<file path="config.mk">
export PLATFORM = sky130hd
export DESIGN_NAME = pool_window_buffer
export DESIGN_NICKNAME = d
export VERILOG_FILES = /design/src/rtl/pool_window_buffer_pkg.sv /design/src/rtl/pool_line_buffer.sv /design/src/rtl/pool_window_buffer.sv
export SDC_FILE = /design/constraint.sdc
export NUM_CORES = 1
export LEC_CHECK = 0
export ABC_AREA = 1
export CAP_MARGIN = 20
export CORE_AREA = 2 2 250 252
export CTS_CLUSTER_SIZE = 25
export DETAILED_ROUTE_END_ITERATION = 10
export DIE_AREA = 0 0 252 254
export SKIP_LAST_GASP = 1
export SLEW_MARGIN = 10
export SYNTH_ARGS = -nofsm -noshare
export SYNTH_HDL_FRONTEND = slang
export SYNTH_HIERARCHICAL = 1
export SYNTH_SLANG_ARGS = --single-unit
</file>
<file path="constraint.sdc">
create_clock -name clk -period 5.2 [get_ports clk]
set_input_delay 0.52 -clock clk [delete_from_list [all_inputs] [get_ports clk]]
set_output_delay 0.52 -clock clk [all_outputs]
set_load 0.05 [all_outputs]
</file>
<file path="src/rtl/pool_window_buffer_pkg.sv">
// Shared definitions for the 2x2 pooling window front end.
package pool_window_buffer_pkg;

    // Default pixel width (fixed-point, passed through unmodified).
    localparam int POOL_DATA_W = 16;

    // Frame sequencing states.
    typedef enum logic [1:0] {
        IDLE     = 2'd0,
        EVEN_ROW = 2'd1,
        ODD_ROW  = 2'd2,
        DRAIN    = 2'd3
    } state_e;

endpackage

</file>
<file path="src/rtl/pool_line_buffer.sv">
// One-row pixel store: single write port, two combinational read ports.
// Storage is not reset; every entry is written before it is read in a frame.
module pool_line_buffer
    import pool_window_buffer_pkg::*;
#(
    parameter int DATA_W = POOL_DATA_W,
    parameter int IMG_W  = 28,
    parameter int AW     = $clog2(IMG_W)
) (
    input  logic              clk,
    input  logic              we,
    input  logic [AW-1:0]     waddr,
    input  logic [DATA_W-1:0] wdata,
    input  logic [AW-1:0]     raddr_a,
    input  logic [AW-1:0]     raddr_b,
    output logic [DATA_W-1:0] rdata_a,
    output logic [DATA_W-1:0] rdata_b
);

    logic [DATA_W-1:0] mem_q [IMG_W];

    // Write the even-row pixel into its column slot.
    always_ff @(posedge clk) begin
        if (we) mem_q[waddr] <= wdata;
    end

    assign rdata_a = mem_q[raddr_a];
    assign rdata_b = mem_q[raddr_b];

endmodule

</file>
<file path="src/rtl/pool_window_buffer.sv">
// Streaming 2x2 / stride-2 window former ahead of the average-pooling unit.
// Even rows go to the line buffer; odd rows pair with it to form windows.
module pool_window_buffer
    import pool_window_buffer_pkg::*;
#(
    parameter int DATA_W = POOL_DATA_W,
    parameter int IMG_W  = 28,
    parameter int IMG_H  = 28
) (
    input  logic              clk,
    input  logic              rst_n,
    input  logic              start,
    input  logic              in_valid,
    output logic              in_ready,
    input  logic [DATA_W-1:0] in_pixel,
    output logic              win_valid,
    input  logic              win_ready,
    output logic [DATA_W-1:0] win_00,
    output logic [DATA_W-1:0] win_01,
    output logic [DATA_W-1:0] win_10,
    output logic [DATA_W-1:0] win_11,
    output logic              win_last,
    output logic              busy,
    output logic              done
);

    localparam int CW = $clog2(IMG_W);
    localparam int RW = $clog2(IMG_H);
    localparam logic [CW-1:0] COL_LAST     = CW'(IMG_W - 1);
    localparam logic [CW-1:0] COL_LAST_WIN = CW'(2 * (IMG_W / 2) - 1);
    localparam logic [RW-1:0] ROW_LAST     = RW'(IMG_H - 1);
    localparam logic [RW-1:0] ROW_LAST_WIN = RW'(2 * (IMG_H / 2) - 1);
    localparam bit            H_ODD        = (IMG_H % 2) == 1;

    state_e            state_q, state_d;
    logic [RW-1:0]     row_q, row_d;
    logic [CW-1:0]     col_q, col_d;
    logic [DATA_W-1:0] hold_q, hold_d;
    logic              win_valid_q, win_valid_d;
    logic              win_last_q, win_last_d;
    logic [DATA_W-1:0] w00_q, w00_d, w01_q, w01_d, w10_q, w10_d, w11_q, w11_d;

    logic              lb_we;
    logic [DATA_W-1:0] lb_left, lb_right;
    logic              in_acc;

    pool_line_buffer #(
        .DATA_W (DATA_W),
        .IMG_W  (IMG_W),
        .AW     (CW)
    ) u_line_buffer (
        .clk     (clk),
        .we      (lb_we),
        .waddr   (col_q),
        .wdata   (in_pixel),
        .raddr_a (col_q - CW'(1)),
        .raddr_b (col_q),
        .rdata_a (lb_left),
        .rdata_b (lb_right)
    );

    // A pending window that is not being taken this cycle blocks new pixels,
    // so an odd-column pixel can always reload the window register.
    assign in_ready  = ((state_q == EVEN_ROW) || (state_q == ODD_ROW))
                       && !(win_valid_q && !win_ready);
    assign in_acc    = in_valid && in_ready;
    assign busy      = (state_q != IDLE);
    assign done      = (state_q == DRAIN) && (!win_valid_q || win_ready);
    assign win_valid = win_valid_q;
    assign win_last  = win_last_q;
    assign win_00    = w00_q;
    assign win_01    = w01_q;
    assign win_10    = w10_q;
    assign win_11    = w11_q;

    // Next-state, counters, hold register and window register loading.
    always_comb begin
        state_d     = state_q;
        row_d       = row_q;
        col_d       = col_q;
        hold_d      = hold_q;
        win_valid_d = win_valid_q;
        win_last_d  = win_last_q;
        w00_d       = w00_q;
        w01_d       = w01_q;
        w10_d       = w10_q;
        w11_d       = w11_q;
        lb_we       = 1'b0;

        if (win_valid_q && win_ready) begin
            win_valid_d = 1'b0;
            win_last_d  = 1'b0;
        end

        case (state_q)
            IDLE: begin
                if (start) state_d = EVEN_ROW;
            end
            EVEN_ROW: begin
                if (in_acc) begin
                    lb_we = 1'b1;
                    if (col_q == COL_LAST) begin
                        col_d = '0;
                        // Odd-height frames end on an unpaired even row.
                        if (H_ODD && (row_q == ROW_LAST)) begin
                            row_d   = '0;
                            state_d = DRAIN;
                        end else begin
                            row_d   = row_q + RW'(1);
                            state_d = ODD_ROW;
                        end
                    end else begin
                        col_d = col_q + CW'(1);
                    end
                end
            end
            ODD_ROW: begin
                if (in_acc) begin
                    if (col_q[0]) begin
                        w00_d       = lb_left;
                        w01_d       = lb_right;
                        w10_d       = hold_q;
                        w11_d       = in_pixel;
                        win_valid_d = 1'b1;
                        win_last_d  = (row_q == ROW_LAST_WIN) && (col_q == COL_LAST_WIN);
                    end else begin
                        // Trailing column of an odd-width row lands here and is never used.
                        hold_d = in_pixel;
                    end
                    if (col_q == COL_LAST) begin
                        col_d = '0;
                        if (row_q == ROW_LAST) begin
                            row_d   = '0;
                            state_d = DRAIN;
                        end else begin
                            row_d   = row_q + RW'(1);
                            state_d = EVEN_ROW;
                        end
                    end else begin
                        col_d = col_q + CW'(1);
                    end
                end
            end
            DRAIN: begin
                if (!win_valid_q || win_ready) state_d = IDLE;
            end
            default: state_d = IDLE;
        endcase
    end

    // State and datapath registers with synchronous reset.
    always_ff @(posedge clk) begin
        if (!rst_n) begin
            state_q     <= IDLE;
            row_q       <= '0;
            col_q       <= '0;
            hold_q      <= '0;
            win_valid_q <= 1'b0;
            win_last_q  <= 1'b0;
            w00_q       <= '0;
            w01_q       <= '0;
            w10_q       <= '0;
            w11_q       <= '0;
        end else begin
            state_q     <= state_d;
            row_q       <= row_d;
            col_q       <= col_d;
            hold_q      <= hold_d;
            win_valid_q <= win_valid_d;
            win_last_q  <= win_last_d;
            w00_q       <= w00_d;
            w01_q       <= w01_d;
            w10_q       <= w10_d;
            w11_q       <= w11_d;
        end
    end

endmodule
</file>
==> results.py <==
metrics = {
    "sta": {
        "slew_viol_final": 0,
        "setup_tns_ps": 0,
        "min_period_ps": 3630,
        "relSlewSlack_pct": 26.8,
        "fmax_ghz": 0.275,
        "setup_violations": 0,
        "hold_violations": 0,
        "period_share_pct": 69.8,
        "grt_setup_unrepaired": "no",
        "finClkSkew_ps": 19.7,
        "worst_pin_slew_ps": 1100,
    },
    "synthesis": {
        "synth_ff_type": "edfxtp_1",
        "synth_area_leaders": "edfxtp_1 49%, nand2_1 15%, nand3_1 9.7%",
        "synthMuxAreaShare_pct": 0,
        "synth.net_count": 3294,
        "ys_warn_count": 6,
        "async_flop_share_pct": 0,
        "synth_compound_area_share_pct": 5.86,
        "synth_xor_area_share_pct": 0.128,
        "synth.largest_area_cell": "edfxtp_1",
        "synth-edff-count": 448,
        "synth-seq-cells": 542,
        "synthCells": 3265,
        "yosys.area_share.adder_pct": 0.367,
        "synth_top_family_by_area": "simple AND/OR/NAND/NOR gates",
        "synth_top_area_share_pct": 49.3,
        "synth-simple-area-share_pct": 29.0,
        "syn_area_um2": 27300,
        "yosysUniqueCellTypes": 34,
        "synth_commonest_cells": "1104 x nand2_1, 530 x nand3_1, 448 x edfxtp_1, 297 x inv_1, 250 x nor2_1",
        "yosysMostFrequentCell": "nand2_1",
        "ys_seq_area_share_pct": 56.2,
        "syn_area_per_cell_um2": 8.36,
    },
    "critical_path": {
        "arrival_ps": 4150,
        "cp_data_required_time_ps": 5710,
        "r2r-start": "col_q[1]",
        "path_cells": "inv_1, ha_1, inv_4, inv_4, buf_4, nand3_1, nand3_1, nand2_1, nand2_1, nand2_1, nand2_1, nand2_1, o21ai_0, nor2_1",
        "cp_slowest_stage_delay_ps": 910,
        "r2r_setup_slack_ps": 1570,
        "worstSetupEndpointType": "flop",
        "worstSetupStartpointType": "flop",
        "crit_slowest_cell": "dfxtp_4",
        "cpMostUsedCell": "nand2_1",
        "rr_worst_depth": 14,
        "crit_fanout": 63,
        "criticalPathCategory": "reg2reg",
        "worstReg2RegEnd": "win_00[12]",
    },
    "floorplan": {
        "die_w_um": 252,
        "die_area_um2": 64000,
        "dieHeight_um": 254,
        "ioPinCount": 90,
        "start_util_pct": 44.6,
        "core.rowCount": 91,
        "core_area_um2": 61300,
    },
    "detailed_routing": {
        "dr.pass1.iters": 6,
        "drcViolationCount": 0,
        "ant_nets": 0,
        "drt_iter0_markers": 2753,
        "avgViaCountPerCell": 5.70,
        "routed_wl_um": 92200,
        "dr_total_vias": 23400,
        "wire_per_inst_um": 22.5,
    },
    "place": {
        "gp_congestion": 0.900,
        "dp_hpwl_um": 56100,
        "portBuffers": 89,
    },
    "clock_tree": {
        "cts_made_buffers": 58,
        "htreeDepth": 2,
        "clk_path_buf_depth": 3,
        "cts_hold_buf": 0,
        "cts_resized": 0,
        "clk_latency_ps": 630,
        "post_cts_buffers": 0,
        "cts_tree": "done",
        "clkSlewWorstSetupHoldPaths_ps": 60,
        "root_buffer": "clkbuf_16",
        "numClockSinks": 542,
    },
    "global_route": {
        "grt_pass1_vias": 21600,
        "grt_pass1_wl_um": 136000,
        "grt.total_usage_pct": 28.4,
        "grt_max_degree": 149,
        "gr-total-overflow": 0,
        "grt_antenna_before_repair": 1,
    },
    "pwr": {
        "power_density_nw_per_um2": 493,
        "leakagePower_nw": 12.5,
        "finalPower_mw": 15.0,
        "peakVddDrop_mv": 0.784,
    },
    "final_layout": {
        "regArea_um2": 15300,
        "multi_input_area_um2": 9730,
        "n_fill_cell": 5733,
        "nNetsFinal": 3285,
        "final_layout_size_suffix_gt1_share_pct": 6.57,
        "synthToLayoutAreaGrowth_pct": 11.6,
        "fin_util_pct": 49.8,
    },
    "run_status": {
        "status": "complete, no violations",
    },
    "worst_hold_path": {
        "whs_endpoint": "win_11[1]",
        "hold_depth": 2,
        "hold_class": "reg2reg",
        "hold_path.startpoint": "win_11[1]",
    },
    "job": {
        "max_cap_violations": 0,
    },
}
[placed cells by master, fill, tap and decap left out, drive strengths merged, types with 6 or more instances in the layout]
master         Yosys  routed
ha                 8       8
edfxtp           448     448
clkinv             1      22
bufinv             0       6
inv              308     308
o211ai            71      71
clkdlybuf4s50      0      77
nand2           1106    1106
dfxtp             94      94
buf              160      65
a21oi             54      54
o21ai            154     154
clkbuf            51      78
nor2             262     262
nand3            531     531
[stage by stage]
step / instances / worst slack (ps) / cell area, um^2 / hold slack [ps]
after floorplan: 3265 / 2670 / 27300 / 457
after global placement: 3985 / 1380 / 28500 / 468
after detailed placement: 3986 / 1330 / 28500 / 472
after CTS: 4095 / 1660 / 30500 / 486
after global routing: 4095 / 1350 / 30500 / 509
final: 4097 / 1570 / 30500 / 482
[final cells by class]
cell class,count,area share [%]
clock inverters,31,1.01
multi-input cells,2203,31.9
inverters,309,3.89
clock buffers,78,5.32
diodes,2,0.0164
flip-flops and latches,542,50.3
well taps,790,3.24
repair buffers,142,4.24
[where the power goes]
group / switching [mW] / internal [mW]
clock network: 1.75 / 2.48
logic: 4.38 / 1.53
registers: 0.131 / 4.74
total: 6.26 / 8.75
[flip-flops by register name, summed over array words and instances (netlist names)]
name                 count
win_11                  16
win_01                  16
state_q                  2
col_q                    5
u_line_buffer/mem_q    448
win_10                  16
win_00                  16
hold_q                  16
row_q                    5
win_valid                1
win_last                 1
[critical path: cells and delay by family (launching register included)]
kind	cells	cell delay, ps
AO/OA/AOI/OAI	1	190
AND/OR/NAND/NOR	8	740
buffers and inverters	4	1200
adder cells (fa/ha/maj)	1	390
flip-flops	1	910
[layer usage]
metal / vias to the layer above / GRT usage [%] / wire (um)
met5: - / 0 / 0
met4: 0 / 13.1 / 4260
met3: 200 / 3.99 / 8240
met2: 1213 / 45.2 / 42200
met1: 11200 / 38.6 / 37500
li1: 10700 / - / -
[cell families after synthesis]
kind of cell             Yosys count
AND/OR/NAND/NOR                 1909
flip-flops                       542
buffers and inverters            520
AO/OA/AOI/OAI                    282
adder cells (fa/ha/maj)            8
XOR/XNOR                           4
[worst max path at each step]
stage                from                          to  slack (ps)
2_1_floorplan  state_q[1]  u_line_buffer/mem_q[15][0]        2670
3_3_place_gp    win_ready  u_line_buffer/mem_q[22][4]        1380
3_5_place_dp    win_ready  u_line_buffer/mem_q[14][1]        1330
4_1_cts        state_q[1]  u_line_buffer/mem_q[14][6]        1660
5_1_grt          col_q[1]                   win_00[0]        1350
6_report         col_q[1]                  win_00[12]        1570
No activity file was read; power rests on OpenSTA's default activity.
